## config.mk

```make
export PLATFORM = sky130hd
export DESIGN_NAME = hazard_forward_ctrl
export DESIGN_NICKNAME = d
export VERILOG_FILES = /design/src/rtl/hazard_forward_ctrl.sv
export SDC_FILE = /design/constraint.sdc
export NUM_CORES = 1
export LEC_CHECK = 0
export CORE_MARGIN = 5
export CORE_UTILIZATION = 30
export DETAILED_ROUTE_END_ITERATION = 8
export GPL_TIMING_DRIVEN = 0
export PLACE_DENSITY = 0.74
export SLEW_MARGIN = 25
export SYNTH_ARGS = -nofsm -noshare
export SYNTH_HDL_FRONTEND = slang
export SYNTH_SLANG_ARGS = --single-unit
```

## constraint.sdc

```tcl
create_clock -name clk_i -period 1 [get_ports clk_i]
set_input_delay 0.1 -clock clk_i [delete_from_list [all_inputs] [get_ports clk_i]]
set_output_delay 0.1 -clock clk_i [all_outputs]
set_load 0.02 [all_outputs]
```

## src/rtl/hazard_forward_ctrl.sv

```systemverilog
// Hazard controller: EX-operand forwarding selects, load-use bubbles, and memory-wait freeze.
// Optional HAZARD_PERF_EN adds bubble/freeze cycle counters (stall_cnt_o, freeze_cnt_o).
module hazard_forward_ctrl #(
    parameter int unsigned REG_AW           = 5,
    parameter int unsigned LOAD_USE_BUBBLES = 1
) (
    input  logic              clk_i,
    input  logic              rst_n_i,
    input  logic [REG_AW-1:0] ifid_rs_i,
    input  logic [REG_AW-1:0] ifid_rt_i,
    input  logic [REG_AW-1:0] idex_rd_i,
    input  logic              idex_regwrite_i,
    input  logic              idex_memread_i,
    input  logic [REG_AW-1:0] exmem_rd_i,
    input  logic              exmem_regwrite_i,
    input  logic              mem_busy_i,
    output logic [1:0]        forward_a_o,
    output logic [1:0]        forward_b_o,
`ifdef HAZARD_PERF_EN
    output logic [31:0]       stall_cnt_o,
    output logic [31:0]       freeze_cnt_o,
`endif
    output logic              stall_o,
    output logic              bubble_o,
    output logic              freeze_o
);

    localparam logic [1:0] RUN        = 2'd0;
    localparam logic [1:0] LOAD_STALL = 2'd1;
    localparam logic [1:0] MEM_WAIT   = 2'd2;

    localparam logic [1:0] FWD_RF    = 2'b00;
    localparam logic [1:0] FWD_EXMEM = 2'b10;
    localparam logic [1:0] FWD_MEMWB = 2'b01;

    localparam logic [1:0] BUBBLE_RELOAD = 2'(LOAD_USE_BUBBLES - 1);

    logic [1:0] state_q, state_d;
    logic [1:0] cnt_q, cnt_d;
    logic [1:0] fwd_a_q, fwd_a_d;
    logic [1:0] fwd_b_q, fwd_b_d;
    logic [1:0] pre_a, pre_b;
    logic       load_use;

    function automatic logic [1:0] fwd_sel(
        input logic [REG_AW-1:0] src,
        input logic [REG_AW-1:0] ex_rd,
        input logic              ex_wr,
        input logic [REG_AW-1:0] mem_rd,
        input logic              mem_wr
    );
        logic [1:0] sel;
        sel = FWD_RF;
        // The younger (EX) producer holds the newest value, so it is checked first.
        if (src != '0 && ex_wr && ex_rd == src) begin
            sel = FWD_EXMEM;
        end else if (src != '0 && mem_wr && mem_rd == src) begin
            sel = FWD_MEMWB;
        end
        return sel;
    endfunction

    always_comb begin
        pre_a = fwd_sel(ifid_rs_i, idex_rd_i, idex_regwrite_i, exmem_rd_i, exmem_regwrite_i);
        pre_b = fwd_sel(ifid_rt_i, idex_rd_i, idex_regwrite_i, exmem_rd_i, exmem_regwrite_i);
    end

    assign load_use = idex_memread_i && (idex_rd_i != '0) &&
                      ((idex_rd_i == ifid_rs_i) || (idex_rd_i == ifid_rt_i));

    always_comb begin
        state_d  = state_q;
        cnt_d    = cnt_q;
        stall_o  = 1'b0;
        bubble_o = 1'b0;
        freeze_o = 1'b0;
        case (state_q)
            LOAD_STALL: begin
                if (mem_busy_i) begin
                    freeze_o = 1'b1;
                end else begin
                    stall_o  = 1'b1;
                    bubble_o = 1'b1;
                    cnt_d    = cnt_q - 2'd1;
                    if (cnt_q <= 2'd1) begin
                        state_d = RUN;
                        cnt_d   = 2'd0;
                    end
                end
            end
            // MEM_WAIT with the wait dropped behaves exactly like RUN.
            default: begin
                if (mem_busy_i) begin
                    freeze_o = 1'b1;
                    state_d  = MEM_WAIT;
                end else begin
                    state_d = RUN;
                    if (load_use) begin
                        stall_o  = 1'b1;
                        bubble_o = 1'b1;
                        if (LOAD_USE_BUBBLES > 1) begin
                            state_d = LOAD_STALL;
                            cnt_d   = BUBBLE_RELOAD;
                        end
                    end
                end
            end
        endcase
    end

    always_comb begin
        fwd_a_d = fwd_a_q;
        fwd_b_d = fwd_b_q;
        if (freeze_o) begin
            fwd_a_d = fwd_a_q;
            fwd_b_d = fwd_b_q;
        end else if (bubble_o) begin
            fwd_a_d = FWD_RF;
            fwd_b_d = FWD_RF;
        end else begin
            fwd_a_d = pre_a;
            fwd_b_d = pre_b;
        end
    end

    always_ff @(posedge clk_i or negedge rst_n_i) begin
        if (!rst_n_i) begin
            state_q <= RUN;
            cnt_q   <= 2'd0;
            fwd_a_q <= FWD_RF;
            fwd_b_q <= FWD_RF;
        end else begin
            state_q <= state_d;
            cnt_q   <= cnt_d;
            fwd_a_q <= fwd_a_d;
            fwd_b_q <= fwd_b_d;
        end
    end

    assign forward_a_o = fwd_a_q;
    assign forward_b_o = fwd_b_q;

`ifdef HAZARD_PERF_EN
    logic [31:0] stall_cnt_q;
    logic [31:0] freeze_cnt_q;

    always_ff @(posedge clk_i or negedge rst_n_i) begin
        if (!rst_n_i) begin
            stall_cnt_q  <= 32'd0;
            freeze_cnt_q <= 32'd0;
        end else begin
            if (bubble_o) stall_cnt_q <= stall_cnt_q + 32'd1;
            if (freeze_o) freeze_cnt_q <= freeze_cnt_q + 32'd1;
        end
    end

    assign stall_cnt_o  = stall_cnt_q;
    assign freeze_cnt_o = freeze_cnt_q;
`endif

endmodule

```

Word level (Yosys, flattened, before mapping)

Cells that the tools add are included.

Memory bits (read-only): 0
Memories: 0
Logic and storage cells: 46
Latch bits: 0
Register bits after elaboration: 8
Bits in writable memories: 0
Input bits: 26
Output and inout port bits: 7

Eq/ne operators: 7
Bitwise operators: 1
$lt $le $gt $ge: 1
Div/mod/pow operators: 0
Multiply operators: 0
Reduce and logical (&&, ||, !) cells: 16
$add $sub $neg: 1
Muxes and demuxes: 16
Shift operators: 0

Operators by type and width:

| cell                                                                  | number |
|---|---|
| 5-bit equality test                                                   | 4 |
| 2-bit 2-to-1 mux                                                      | 9 |
| 5-bit nonzero test                                                    | 3 |
| 1-bit logical AND                                                     | 10 |
| 1-bit 2-to-1 mux                                                      | 7 |
| 2-bit inequality test, second input constant                          | 2 |
| 2-bit AND reduction                                                   | 2 |
| 2-bit by 1-bit equality test with 1-bit output, second input constant | 1 |
| 2-bit by 1-bit <= comparator with 1-bit output, second input constant | 1 |
| 2-bit by 1-bit subtractor with 2-bit output, second input constant    | 1 |
| 1-bit logical OR                                                      | 1 |
| 1-bit NOT                                                             | 1 |

Longest topological paths before layout

Gate-level depths: netlist of the first run.

Depth after elaboration: 7
Depth in mapped cells: 5
Mapped depth without buffers: 5

Worst setup path before layout of the first run

OpenSTA, ideal clock, no wires.

Kind: input to output
Start point: input idex_rd_i[4]
End point: output stall_o
Data arrival time: 1.262 ns
Buffers on the path: 1
Data required time: 0.900 ns
Stages: 5
Slack: -0.362 ns
Cells stage by stage: xor2_1 > nor3_1 > nand3_1 > a21oi_1 > buf_4

Word-level cells in the longest chain between the ends: 6
Elaborated cells on any way between the ends: 9
Those cells by class: eq/ne (2); mux (3); reduce/logical (4)

RTL lines:

| element                                                          | line   | source |
|---|---|---|
| from (decl)                                                      | 11     | `input logic [REG_AW-1:0] idex_rd_i,` |
| 5-bit equality test / 5-bit nonzero test (equally long branches) | 69, 68 |  |
| 1-bit logical OR / 1-bit logical AND (equally long branches)     | 69, 68 |  |
| 1-bit logical AND *                                              | 68     | `assign load_use = idex_memread_i && (idex_rd_i != '0) &&` |
| 1-bit 2-to-1 mux * (3 in series)                                 | n/a    |  |
| to (decl)                                                        | 23     | `output logic stall_o,` |

Mark *: on every way between the ends. The rest lies on a longest branch, timed or not.

Worst setup path after layout of the first run

Start point: input idex_rd_i[4]
End point: output stall_o

Word-level cells in the longest chain between the ends: 6
Elaborated cells on any way between the ends: 9
Those cells by class: eq/ne (2); mux (3); reduce/logical (4)

RTL lines:

| element                                                          | line   | source |
|---|---|---|
| 5-bit equality test / 5-bit nonzero test (equally long branches) | 69, 68 |  |
| 1-bit logical OR / 1-bit logical AND (equally long branches)     | 69, 68 |  |
| 1-bit logical AND *                                              | 68     |  |
| 1-bit 2-to-1 mux *                                               | 98     | `if (load_use) begin` |
| 1-bit 2-to-1 mux *                                               | 93     | `if (mem_busy_i) begin` |
| 1-bit 2-to-1 mux *                                               | 77     | `case (state_q)` |

Marked as above.

==> Flow_metrics.wiki, run 1 <==
{| class="wikitable"
! Metric !! Value
|-
| WP data arrival || 1210 ps
|-
| Flop2flop setup slack || 310 ps
|-
| Die area || 2444 µm²
|-
| Initial drt markers || 2
|-
| Synthesized-area fraction occupied by ao, oa, aoi and oai cells || 10.99%
|-
| Sink Count || 4
|-
| Number of different library cells in the post-synthesis netlist || 19
|-
| I/O pin cnt || 33
|-
| Root buffer cell || sky130_fd_sc_hd__clkbuf_4
|-
| Capturing element type of the critical path || output pin
|-
| Diode count || 0
|-
| FF/Latch Area || 100.1 µm²
|-
| Area added between synthesis and finish || 109.7%
|-
| Ratio of total power to cell area || 690.8 nW/µm²
|-
| Number of slew-limit violations in the final report || 0
|-
| Remaining design rule violation count || 0
|-
| Mux cell area share after synthesis || 0%
|-
| HPWL after detailed placement || 1179 µm
|-
| Number of maximum-capacitance violations || 0
|-
| Detailed Routing Iterations Pass 1 || 4
|-
| Setup clock skew after layout || 0 ps
|-
| Number of flip-flops and latches in the synthesized netlist || 4
|-
| Remaining Overflow, GRT || 0
|-
| Final Non-Filler Cells || 113
|-
| Latest clock arrival within the worst-skew pair || 240 ps
|-
| Post-synthesis simple-gate area fraction || 26.01%
|-
| Hold crit path type || in -> async
|-
| Net count, final || 125
|-
| Total wire length || 1734 µm
|-
| Fill cell count || 109
|-
| Commonest non-fill, non-tap cell in the layout || sky130_fd_sc_hd__xor2_1
|-
| Pin count of the biggest net entering global routing || 10
|-
| Worst R2R Start || forward_b_o[1]$_DFFE_PN0N_
|-
| Min Clock Period, post-route || 1306 ps
|-
| Fin worst setup slack || -305.7 ps
|-
| Post-synthesis instance total || 55
|-
| Vias in the first global route || 579
|-
| Sequential share of the synthesized area || 21.45%
|-
| Kind of launch point of the worst setup path || primary input
|-
| RSZ-0062 raised after global routing || true
|-
| Final setup fails || 7
|-
| Net count after synthesis || 81
|-
| Peak supply drop || 0.2984 mV
|-
| Clk network pwr share || 29.9%
|-
| PnR Total Power || 675.9 µW
|-
| Count of hold-fix buffers inserted at cts || 0
|-
| Number of port buffers || 32
|-
| Sw Share || 32.70%
|-
| Mapped Area || 466.7 µm²
|-
| Total routing resource utilization after global routing || 12.69%
|-
| Highest clock frequency the design can meet || 0.7659 GHz
|-
| CP Max Fanout || 4
|-
| Slew at the pin closest to its max-slew limit || 281.0 ps
|-
| Top library cells by usage in the layout, fill and taps aside || sky130_fd_sc_hd__xor2_1, sky130_fd_sc_hd__buf_4, sky130_fd_sc_hd__buf_2, sky130_fd_sc_hd__buf_6, sky130_fd_sc_hd__clkbuf_2
|-
| Average wire per standard cell || 15.35 µm
|-
| Combinational share of power || 45.4%
|-
| Avg Cell Area, Syn || 8.485 µm²
|-
| Vias/cell || 5.159
|-
| Initial core utilization || 31.34%
|-
| Xor and xnor area share after synthesis || 37.53%
|-
| Worst slew margin relative to its limit || 81.20%
|-
| Maximum clock path buffer count || 2
|-
| Run status || complete, but fails checks
|-
| TritonCTS clock tree || yes
|-
| Register share of total power || 24.8%
|-
| Yosys top cell area share || 30.03%
|-
| Initial antenna violation count || 0
|-
| Die H || 49.44 µm
|-
| Standard-cell row count || 14
|-
| Final-report hold violation count || 0
|-
| Net switching power of the design || 221.0 µW
|-
| CTS H-Tree Depth || 1
|-
| Count of synthesis-stage warnings from yosys || 0
|-
| Library cell with the largest summed area after synthesis || sky130_fd_sc_hd__xor2_1
|-
| Power Internal || 454.9 µW
|-
| Share of post-route cells with drive strength above 1 || 59.79%
|-
| Synthesized-area fraction occupied by adder cells || 0%
|-
| Number of clock buffers inserted by TritonCTS || 3
|-
| Reg2reg path depth || 2
|-
| Number of vias after detailed routing || 583
|-
| Critical path type || in -> out
|-
| Placed Instances || 103
|-
| Final GP Congestion || 0.7949
|-
| Fin crit share || 130.6%
|-
| Horizontal die dimension || 49.44 µm
|-
| Largest cells by area after synthesis || sky130_fd_sc_hd__xor2_1, sky130_fd_sc_hd__dfrtp_1, sky130_fd_sc_hd__xnor2_1
|-
| Static Leak || 0.0004358 µW
|-
| Core region area || 1489 µm²
|-
| Largest family of logic cells by synthesized area || XOR/XNOR gates
|-
| Endpoint of the lowest-slack register-to-register path || forward_b_o[1]$_DFFE_PN0N_
|-
| Combined area of the multi-input logic cells || 506.7 µm²
|-
| Antenna-violating nets left || 0
|-
| Violated checks || setup timing
|-
| Clock slew at reported path FFs || 40 ps
|-
| First-pass GRT wire length || 2484 µm
|-
| Worst EP required || 900 ps
|}
worst max-delay path by stage:
stage / startpoint / endpoint / slack [ps] / cells past startpoint
2_1_floorplan: idex_rd_i[1] / forward_a_o[1]$_DFFE_PN0N_ / -220 / 4
3_3_place_gp: idex_rd_i[0] / stall_o / -1190 / 7
3_5_place_dp: idex_rd_i[0] / stall_o / -1200 / 7
4_1_cts: idex_rd_i[4] / stall_o / -330 / 6
5_1_grt: idex_rd_i[4] / forward_a_o[1]$_DFFE_PN0N_ / -340 / 6
6_report: idex_rd_i[4] / stall_o / -310 / 6
logic make-up after synthesis:
logic type                Yosys count
xor gates and xnor gates           20
AOI/OAI and AO/OA                   8
buffers and inverters               3
and+or+nand+nor                    20
DFF                                 4
what timing repair did:
item	4_1_cts	5_1_grt
gates resized for setup	98	39
endpoints found under the hold margin	0	0
pin swaps	8	10
gates cloned	0	0
setup endpoints to repair	11	9
buffers inserted	4	3
layer usage:
metal,vias up,wire length (µm),GRT usage (%)
met5,-,0,0
met1,276,657,14.52
met3,4,107,2.752
li1,276,-,-
met2,27,946,22.32
met4,0,21,5.240
cell type report:
type	count	share of cell area (%)
tap	16	2.046
timing repair buffer	39	31.33
sequential	4	10.23
inverter	1	0.3836
multi-input combinational	48	51.79
buffer	2	1.918
clock buffer	3	2.302
flip-flops by register name (all words and copies together) (netlist names):
signal	flops
forward_a_o	2
forward_b_o	2
worst max-delay path, stage by stage:
cell	delay, ps
sky130_fd_sc_hd__buf_6	100
sky130_fd_sc_hd__or4_4	540
sky130_fd_sc_hd__o21ai_4	180
sky130_fd_sc_hd__a21oi_4	60
sky130_fd_sc_hd__buf_6	110
sky130_fd_sc_hd__buf_6	120
cell usage after synthesis:
library cell and n:
sky130_fd_sc_hd__inv_1 1, sky130_fd_sc_hd__o21ai_1 2, sky130_fd_sc_hd__or4_4 1, sky130_fd_sc_hd__o41ai_1 2, sky130_fd_sc_hd__a21oi_1 1, sky130_fd_sc_hd__buf_4 2, sky130_fd_sc_hd__nand2_1 5, sky130_fd_sc_hd__or4_1 4
sky130_fd_sc_hd__and2b_1 1, sky130_fd_sc_hd__o21ai_0 2, sky130_fd_sc_hd__o21ai_2 1, sky130_fd_sc_hd__xnor2_1 4, sky130_fd_sc_hd__xor2_1 16, sky130_fd_sc_hd__nand3_1 2, sky130_fd_sc_hd__dfrtp_1 4, sky130_fd_sc_hd__nor2_1 2
sky130_fd_sc_hd__nand2b_4 1, sky130_fd_sc_hd__nor3_1 2, sky130_fd_sc_hd__nor4_1 2
power by group through the flow:
| stage | clock, µW | sequential (µW) | combinational (µW) |
|---|---|---|---|
| 2_1_floorplan | 0 | 173 | 88.5 |
| 3_3_place_gp | 0 | 169 | 250 |
| 3_5_place_dp | 0 | 169 | 253 |
| 4_1_cts | 204 | 167 | 247 |
| 5_1_grt | 211 | 167 | 331 |
| 6_report | 202 | 167 | 307 |
metrics by stage:
stage               cell area (µm²)  setup WS [ps]  util (%)  hold WS, ps  TNS, ps
finish                        978.4         -305.7     65.71        63.29    -1331
global route                  978.4         -339.4     65.71        80.90    -1624
CTS                           853.3         -330.9     57.31        70.92    -1426
floorplan                     470.5         -216.3         -       -195.6   -892.7
global placement              810.8          -1192     54.45        309.7    -6332
detailed placement            810.8          -1197     54.45        318.2    -6455
Note: power is estimated with default switching activity, not from simulation.
==> run 2: changes to the inputs <==
- CORE_MARGIN: 5 -> not set
- CORE_UTILIZATION: 30 -> 32
- CTS_BUF_LIST: not set -> sky130_fd_sc_hd__clkbuf_4
- PLACE_DENSITY: 0.74 -> 0.78
- REMOVE_ABC_BUFFERS: not set -> 1
==> Flow_metrics.wiki, run 2 (synthesized netlist as in run 1, its figures left out) <==
{| class="wikitable"
! Metric !! Value
|-
| Worst slack at placement || -1180 ps (+17.10 ps)
|-
| Initial antenna violation count || 0 (unchanged)
|-
| Min Clock Period, post-route || 1227 ps (-78.80 ps)
|-
| I/O pin cnt || 33 (unchanged)
|-
| Remaining Overflow, GRT || 0 (unchanged)
|-
| Maximum clock path buffer count || 2 (unchanged)
|-
| Highest clock frequency the design can meet || 0.8151 GHz (+6.4%)
|-
| Violated checks || setup timing
|-
| Critical path's slowest cell || sky130_fd_sc_hd__or4_4
|-
| Net count, final || 124 (-0.80%)
|-
| Peak supply drop || 0.2940 mV (-1.5%)
|-
| HPWL after detailed placement || 1024 µm (-13%)
|-
| Top library cells by usage in the layout, fill and taps aside || sky130_fd_sc_hd__xor2_1, sky130_fd_sc_hd__buf_6, sky130_fd_sc_hd__buf_4, sky130_fd_sc_hd__clkdlybuf4s50_1, sky130_fd_sc_hd__buf_2
|-
| Fin crit share || 122.7% (-7.9 points)
|-
| Setup clock skew after layout || 0 ps (unchanged)
|-
| Core region area || 1334 µm² (-10%)
|-
| Sink Count || 4 (unchanged)
|-
| Run status || complete, but fails checks
|-
| Standard-cell row count || 13 (-1)
|-
| Root buffer cell || sky130_fd_sc_hd__clkbuf_4
|-
| Pin count of the biggest net entering global routing || 10 (unchanged)
|-
| Final-report hold violation count || 0 (unchanged)
|-
| Vias in the first global route || 563 (-2.8%)
|-
| Latest clock arrival within the worst-skew pair || 240 ps (about the same)
|-
| Total wire length || 1535 µm (-11%)
|-
| Average wire per standard cell || 13.83 µm (-9.9%)
|-
| Final GP Congestion || 0.7147 (-10%)
|-
| Number of vias after detailed routing || 559 (-4.1%)
|-
| Fin worst setup slack || -226.9 ps (+78.80 ps)
|-
| Maximum cell stage delay along the critical path || 540 ps (about the same)
|-
| Horizontal die dimension || 40.19 µm (-19%)
|-
| Vias/cell || 5.036 (-2.4%)
|-
| Number of port buffers || 32 (unchanged)
|-
| Number of slew-limit violations in the final report || 0 (unchanged)
|-
| Capturing element type of the critical path || output pin
|-
| Diode count || 0 (unchanged)
|-
| WHS || 60.73 ps (-2.563 ps)
|-
| Final setup fails || 6 (-1)
|-
| Ratio of total power to cell area || 695.2 nW/µm² (+0.63%)
|-
| Total routing resource utilization after global routing || 20.41% (+7.7 points)
|-
| TritonCTS clock tree || yes
|-
| Antenna-violating nets left || 0 (unchanged)
|-
| Count of hold-fix buffers inserted at cts || 0 (unchanged)
|-
| Slew at the pin closest to its max-slew limit || 252.8 ps (-28.23 ps)
|-
| Detailed Routing Iterations Pass 1 || 3 (-1)
|-
| Critical path type || in -> out
|-
| Kind of launch point of the worst setup path || primary input
|-
| Critical path, cell by cell || buf_8 > or4_4 > o21ai_4 > a21oi_4 > buf_6
|-
| Clock slew at reported path FFs || 40 ps (about the same)
|-
| Static Leak || 0.0004182 µW (-4.1%)
|-
| Worst EP required || 900 ps (about the same)
|-
| Commonest non-fill, non-tap cell in the layout || sky130_fd_sc_hd__xor2_1
|-
| Initial core utilization || 34.99% (+3.6 points)
|-
| CP Max Fanout || 3 (-1)
|-
| Post-route core utilization || 71.58% (+5.9 points)
|-
| Die area || 1615 µm² (-34%)
|-
| First-pass GRT wire length || 2235 µm (-10%)
|-
| Number of clock buffers inserted by TritonCTS || 3 (unchanged)
|-
| Remaining design rule violation count || 0 (unchanged)
|-
| CTS H-Tree Depth || 1 (unchanged)
|-
| WP data arrival || 1130 ps (-80 ps)
|-
| Initial drt markers || 5 (+3)
|-
| RSZ-0062 raised after global routing || true
|-
| Die H || 40.19 µm (-19%)
|-
| Hold crit path type || in -> async
|-
| Area added between synthesis and finish || 104.6%
|-
| Worst slew margin relative to its limit || 83.09% (+1.9 points)
|-
| Share of post-route cells with drive strength above 1 || 56.25% (-3.5 points)
|-
| Number of maximum-capacitance violations || 0 (unchanged)
|}
==> run 2: changes by cell type in the layout (fill, tap and decap cells not counted), sizes merged <==
cell | before | now
clkbuf | 10 | 6
buf | 25 | 26
clkdlybuf4s15 | 2 | 3
clkdlybuf4s50 | 5 | 6
==> run 2: stage by stage <==
stage                     TNS, ps  std cells  cell area, µm²  power [µW]
after floorplan             -2227         53           451.7       252.9
after global placement      -6226        100           790.8       413.0
after detailed placement    -6291        100           790.8       415.8
after CTS                   -1066        107           852.1       628.8
after global routing        -1405        111           954.7       701.6
final                       -1231        111           954.7       663.7
==> run 2: path summary, 6_finish.rpt <==
path                       slack (ps)                          to                       start  cells past startpoint
setup / recovery                 -230                    bubble_o                idex_rd_i[2]                      5
hold / removal                     60  forward_a_o[1]$_DFFE_PN0N_                     rst_n_i                      1
setup reg to reg                  360  forward_a_o[1]$_DFFE_PN0N_  forward_a_o[1]$_DFFE_PN0N_                      2
hold reg to reg                   480  forward_b_o[1]$_DFFE_PN0N_  forward_b_o[1]$_DFFE_PN0N_                      2
max in group asynchronous         770  forward_a_o[0]$_DFFE_PN0N_                     rst_n_i                      1
min in group clk_i                 90  forward_b_o[1]$_DFFE_PN0N_                  mem_busy_i                      2
==> run 2: layer usage <==
layer	global-route usage, %	up-vias	share of wire, %
li1	-	275	-
met1	20.66	255	36
met2	41.94	27	57
met3	1.667	2	5.6
met4	7.500	0	1.0
met5	0	-	0
==> run 2: cell type report <==
class | count | area (µm²)
Inverter | 1 | 3.754
Sequential cell | 4 | 100.1
Tap cell | 15 | 18.77
Clock buffer | 3 | 22.52
Timing Repair Buffer | 40 | 361.6
Fill cell | 108 | 379.1
Multi-Input combinational cell | 48 | 447.9
==> run 2: where the power goes <==
part / internal, µW / switching (µW) / total [µW]
Combinational: 158 / 133 / 291
Sequential: 166 / 1.50 / 167
Clock: 135 / 70.8 / 205
==> run 2: timing repair <==
action | 4_1_cts | 5_1_grt
setup endpoints to repair | 11 | 8
hold endpoints to repair | 0 | 0
cloned | 0 | 0
gates resized for setup | 112 | 28
pin swaps | 15 | 14
setup buffers | 4 | 4
==> run 2: critical path: cells and delay by family <==
| family | cells | cell delay, ps |
|---|---|---|
| compound gates | 2 | 260 |
| buf+inv | 2 | 230 |
| simple gates | 1 | 540 |
==> run 3: changes to the inputs <==
- SETUP_SLACK_MARGIN: not set -> 0.3
==> Flow_metrics.wiki, run 3 (synthesized netlist as in run 1, its figures left out) <==
{| class="wikitable"
! Metric !! Value
|-
| Commonest non-fill, non-tap cell in the layout || sky130_fd_sc_hd__xor2_1
|-
| Number of clock buffers inserted by TritonCTS || 3 (unchanged)
|-
| CP Max Fanout || 3 (unchanged)
|-
| Vias/cell || 5.053 (+0.34%)
|-
| Detailed Routing Iterations Pass 1 || 2 (-1)
|-
| Total routing resource utilization after global routing || 20.41% (unchanged)
|-
| Remaining Overflow, GRT || 0 (unchanged)
|-
| First-pass GRT wire length || 2235 µm (unchanged)
|-
| Area added between synthesis and finish || 110.2%
|-
| Die H || 40.19 µm (unchanged)
|-
| Peak supply drop || 0.2932 mV (-0.28%)
|-
| Maximum cell stage delay along the critical path || 280 ps (-260 ps)
|-
| Standard-cell row count || 13 (unchanged)
|-
| Number of slew-limit violations in the final report || 0 (unchanged)
|-
| Final GP Congestion || 0.7147 (unchanged)
|-
| Capturing element type of the critical path || output pin
|-
| Hold crit path type || in -> async
|-
| Clock slew at reported path FFs || 40 ps (about the same)
|-
| Remaining design rule violation count || 0 (unchanged)
|-
| Number of maximum-capacitance violations || 0 (unchanged)
|-
| Critical path, cell by cell || dlygate4sd2_1 > xnor2_1 > nand3_1 > a21oi_4 > buf_6
|-
| Ratio of total power to cell area || 687.6 nW/µm² (-1.1%)
|-
| Run status || complete, but fails checks
|-
| Total wire length || 1621 µm (+5.6%)
|-
| Worst EP required || 900 ps (about the same)
|-
| Average wire per standard cell || 14.35 µm (+3.7%)
|-
| Maximum clock path buffer count || 2 (unchanged)
|-
| Critical path type || in -> out
|-
| TritonCTS clock tree || yes
|-
| Initial drt markers || 2 (-3)
|-
| Highest clock frequency the design can meet || 0.7996 GHz (-1.9%)
|-
| Diode count || 0 (unchanged)
|-
| Die area || 1615 µm² (unchanged)
|-
| Fin crit share || 125.1% (+2.4 points)
|-
| Reg2reg path depth || 3 (+1)
|-
| Vias in the first global route || 563 (unchanged)
|-
| WP data arrival || 1150 ps (+20 ps)
|-
| Min Clock Period, post-route || 1251 ps (+23.81 ps)
|-
| Sink Count || 4 (unchanged)
|-
| Final setup fails || 6 (unchanged)
|-
| Net count, final || 126 (+1.6%)
|-
| Kind of launch point of the worst setup path || primary input
|-
| Worst slack at placement || -1180 ps (unchanged)
|-
| Initial antenna violation count || 0 (unchanged)
|-
| Core region area || 1334 µm² (unchanged)
|-
| Slew at the pin closest to its max-slew limit || 251.8 ps (-0.9809 ps)
|-
| Violated checks || setup timing
|-
| Pin count of the biggest net entering global routing || 10 (unchanged)
|-
| HPWL after detailed placement || 1024 µm (unchanged)
|-
| Post-route core utilization || 73.55% (+2.0 points)
|-
| Antenna-violating nets left || 0 (unchanged)
|-
| Latest clock arrival within the worst-skew pair || 240 ps (about the same)
|-
| Top library cells by usage in the layout, fill and taps aside || sky130_fd_sc_hd__xor2_1, sky130_fd_sc_hd__buf_6, sky130_fd_sc_hd__buf_4, sky130_fd_sc_hd__clkdlybuf4s50_1, sky130_fd_sc_hd__buf_2
|-
| Root buffer cell || sky130_fd_sc_hd__clkbuf_4
|-
| Fin worst setup slack || -250.7 ps (-23.80 ps)
|-
| Number of vias after detailed routing || 571 (+2.1%)
|-
| I/O pin cnt || 33 (unchanged)
|-
| Share of post-route cells with drive strength above 1 || 57.14% (+0.89 points)
|-
| Worst slew margin relative to its limit || 83.16% (about the same)
|-
| Static Leak || 0.0004383 µW (+4.8%)
|-
| Horizontal die dimension || 40.19 µm (unchanged)
|-
| Setup clock skew after layout || 0 ps (unchanged)
|-
| Number of port buffers || 32 (unchanged)
|-
| CTS H-Tree Depth || 1 (unchanged)
|-
| Critical path's slowest cell || sky130_fd_sc_hd__dlygate4sd2_1
|-
| Initial core utilization || 34.99% (unchanged)
|-
| RSZ-0062 raised after global routing || true
|-
| Final-report hold violation count || 0 (unchanged)
|}
-- run 3: cell types whose count changed in the layout (fill, tap and decap cells not counted) --
cell	change
sky130_fd_sc_hd__clkbuf_2	-2
sky130_fd_sc_hd__dlygate4sd2_1	+1
sky130_fd_sc_hd__buf_6	+4
sky130_fd_sc_hd__clkdlybuf4s50_1	-1
sky130_fd_sc_hd__buf_4	+2
sky130_fd_sc_hd__clkdlybuf4s15_2	-2
-- run 3: layout make-up --
cell class	count	area, µm²
sequential	4	100.1
multi-input combinational	48	447.9
clock buffer	3	22.52
inverter	1	3.754
tap	15	18.77
timing repair buffer	42	387.9
fill	107	352.8
-- run 3: power breakdown --
group          leakage (µW)  switching [µW]  total (µW)  internal [µW]
combinational      0.000369             134         295            161
sequential        0.0000557            1.94         168            166
clock             0.0000138            77.2         212            135
total              0.000438             213         675            461
-- run 3: through the flow --
stage	instance area [µm²]	cells	hold WS, ps	TNS, ps	power, µW
after global routing	980.9	113	66.94	-1521	702.0
after CTS	868.3	109	61.63	-1066	631.8
after global placement	790.8	100	315.3	-6226	413.0
after detailed placement	790.8	100	313.6	-6291	415.8
final	980.9	113	54.98	-1301	674.5
after floorplan	451.7	53	-195.6	-2227	252.9
-- run 3: worst max-delay path: cells and delay by family --
family                    cells  cell delay (ps)
AOI/OAI and AO/OA             1              260
xor gates and xnor gates      1              160
buffers and inverters         2              420
and+or+nand+nor               1              210
-- run 3: path summary, 6_finish.rpt --
check	slack [ps]	endpoint	start
max in group asynchronous	780	forward_b_o[0]$_DFFE_PN0N_	rst_n_i
worst max-delay path	-250	bubble_o	ifid_rt_i[3]
worst max register to register	230	forward_b_o[0]$_DFFE_PN0N_	forward_b_o[0]$_DFFE_PN0N_
worst min-delay path	50	forward_a_o[1]$_DFFE_PN0N_	rst_n_i
min in group clk_i	80	forward_b_o[1]$_DFFE_PN0N_	mem_busy_i
worst min register to register	510	forward_b_o[1]$_DFFE_PN0N_	forward_b_o[1]$_DFFE_PN0N_
-- run 3: metal layers --
metal / vias to the layer above / routed length, µm / track usage, %
met5: - / 0 / 0
met4: 0 / 44 / 7.500
met3: 5 / 91 / 1.667
met2: 29 / 916 / 41.94
met1: 258 / 568 / 20.66
li1: 279 / - / -
-- run 3: timing repair --
action                     CTS  global route
setup buffers                6             4
pin swaps                   15            14
resized for setup          127            26
hold buffers                 0             0
setup endpoints to repair   11            10
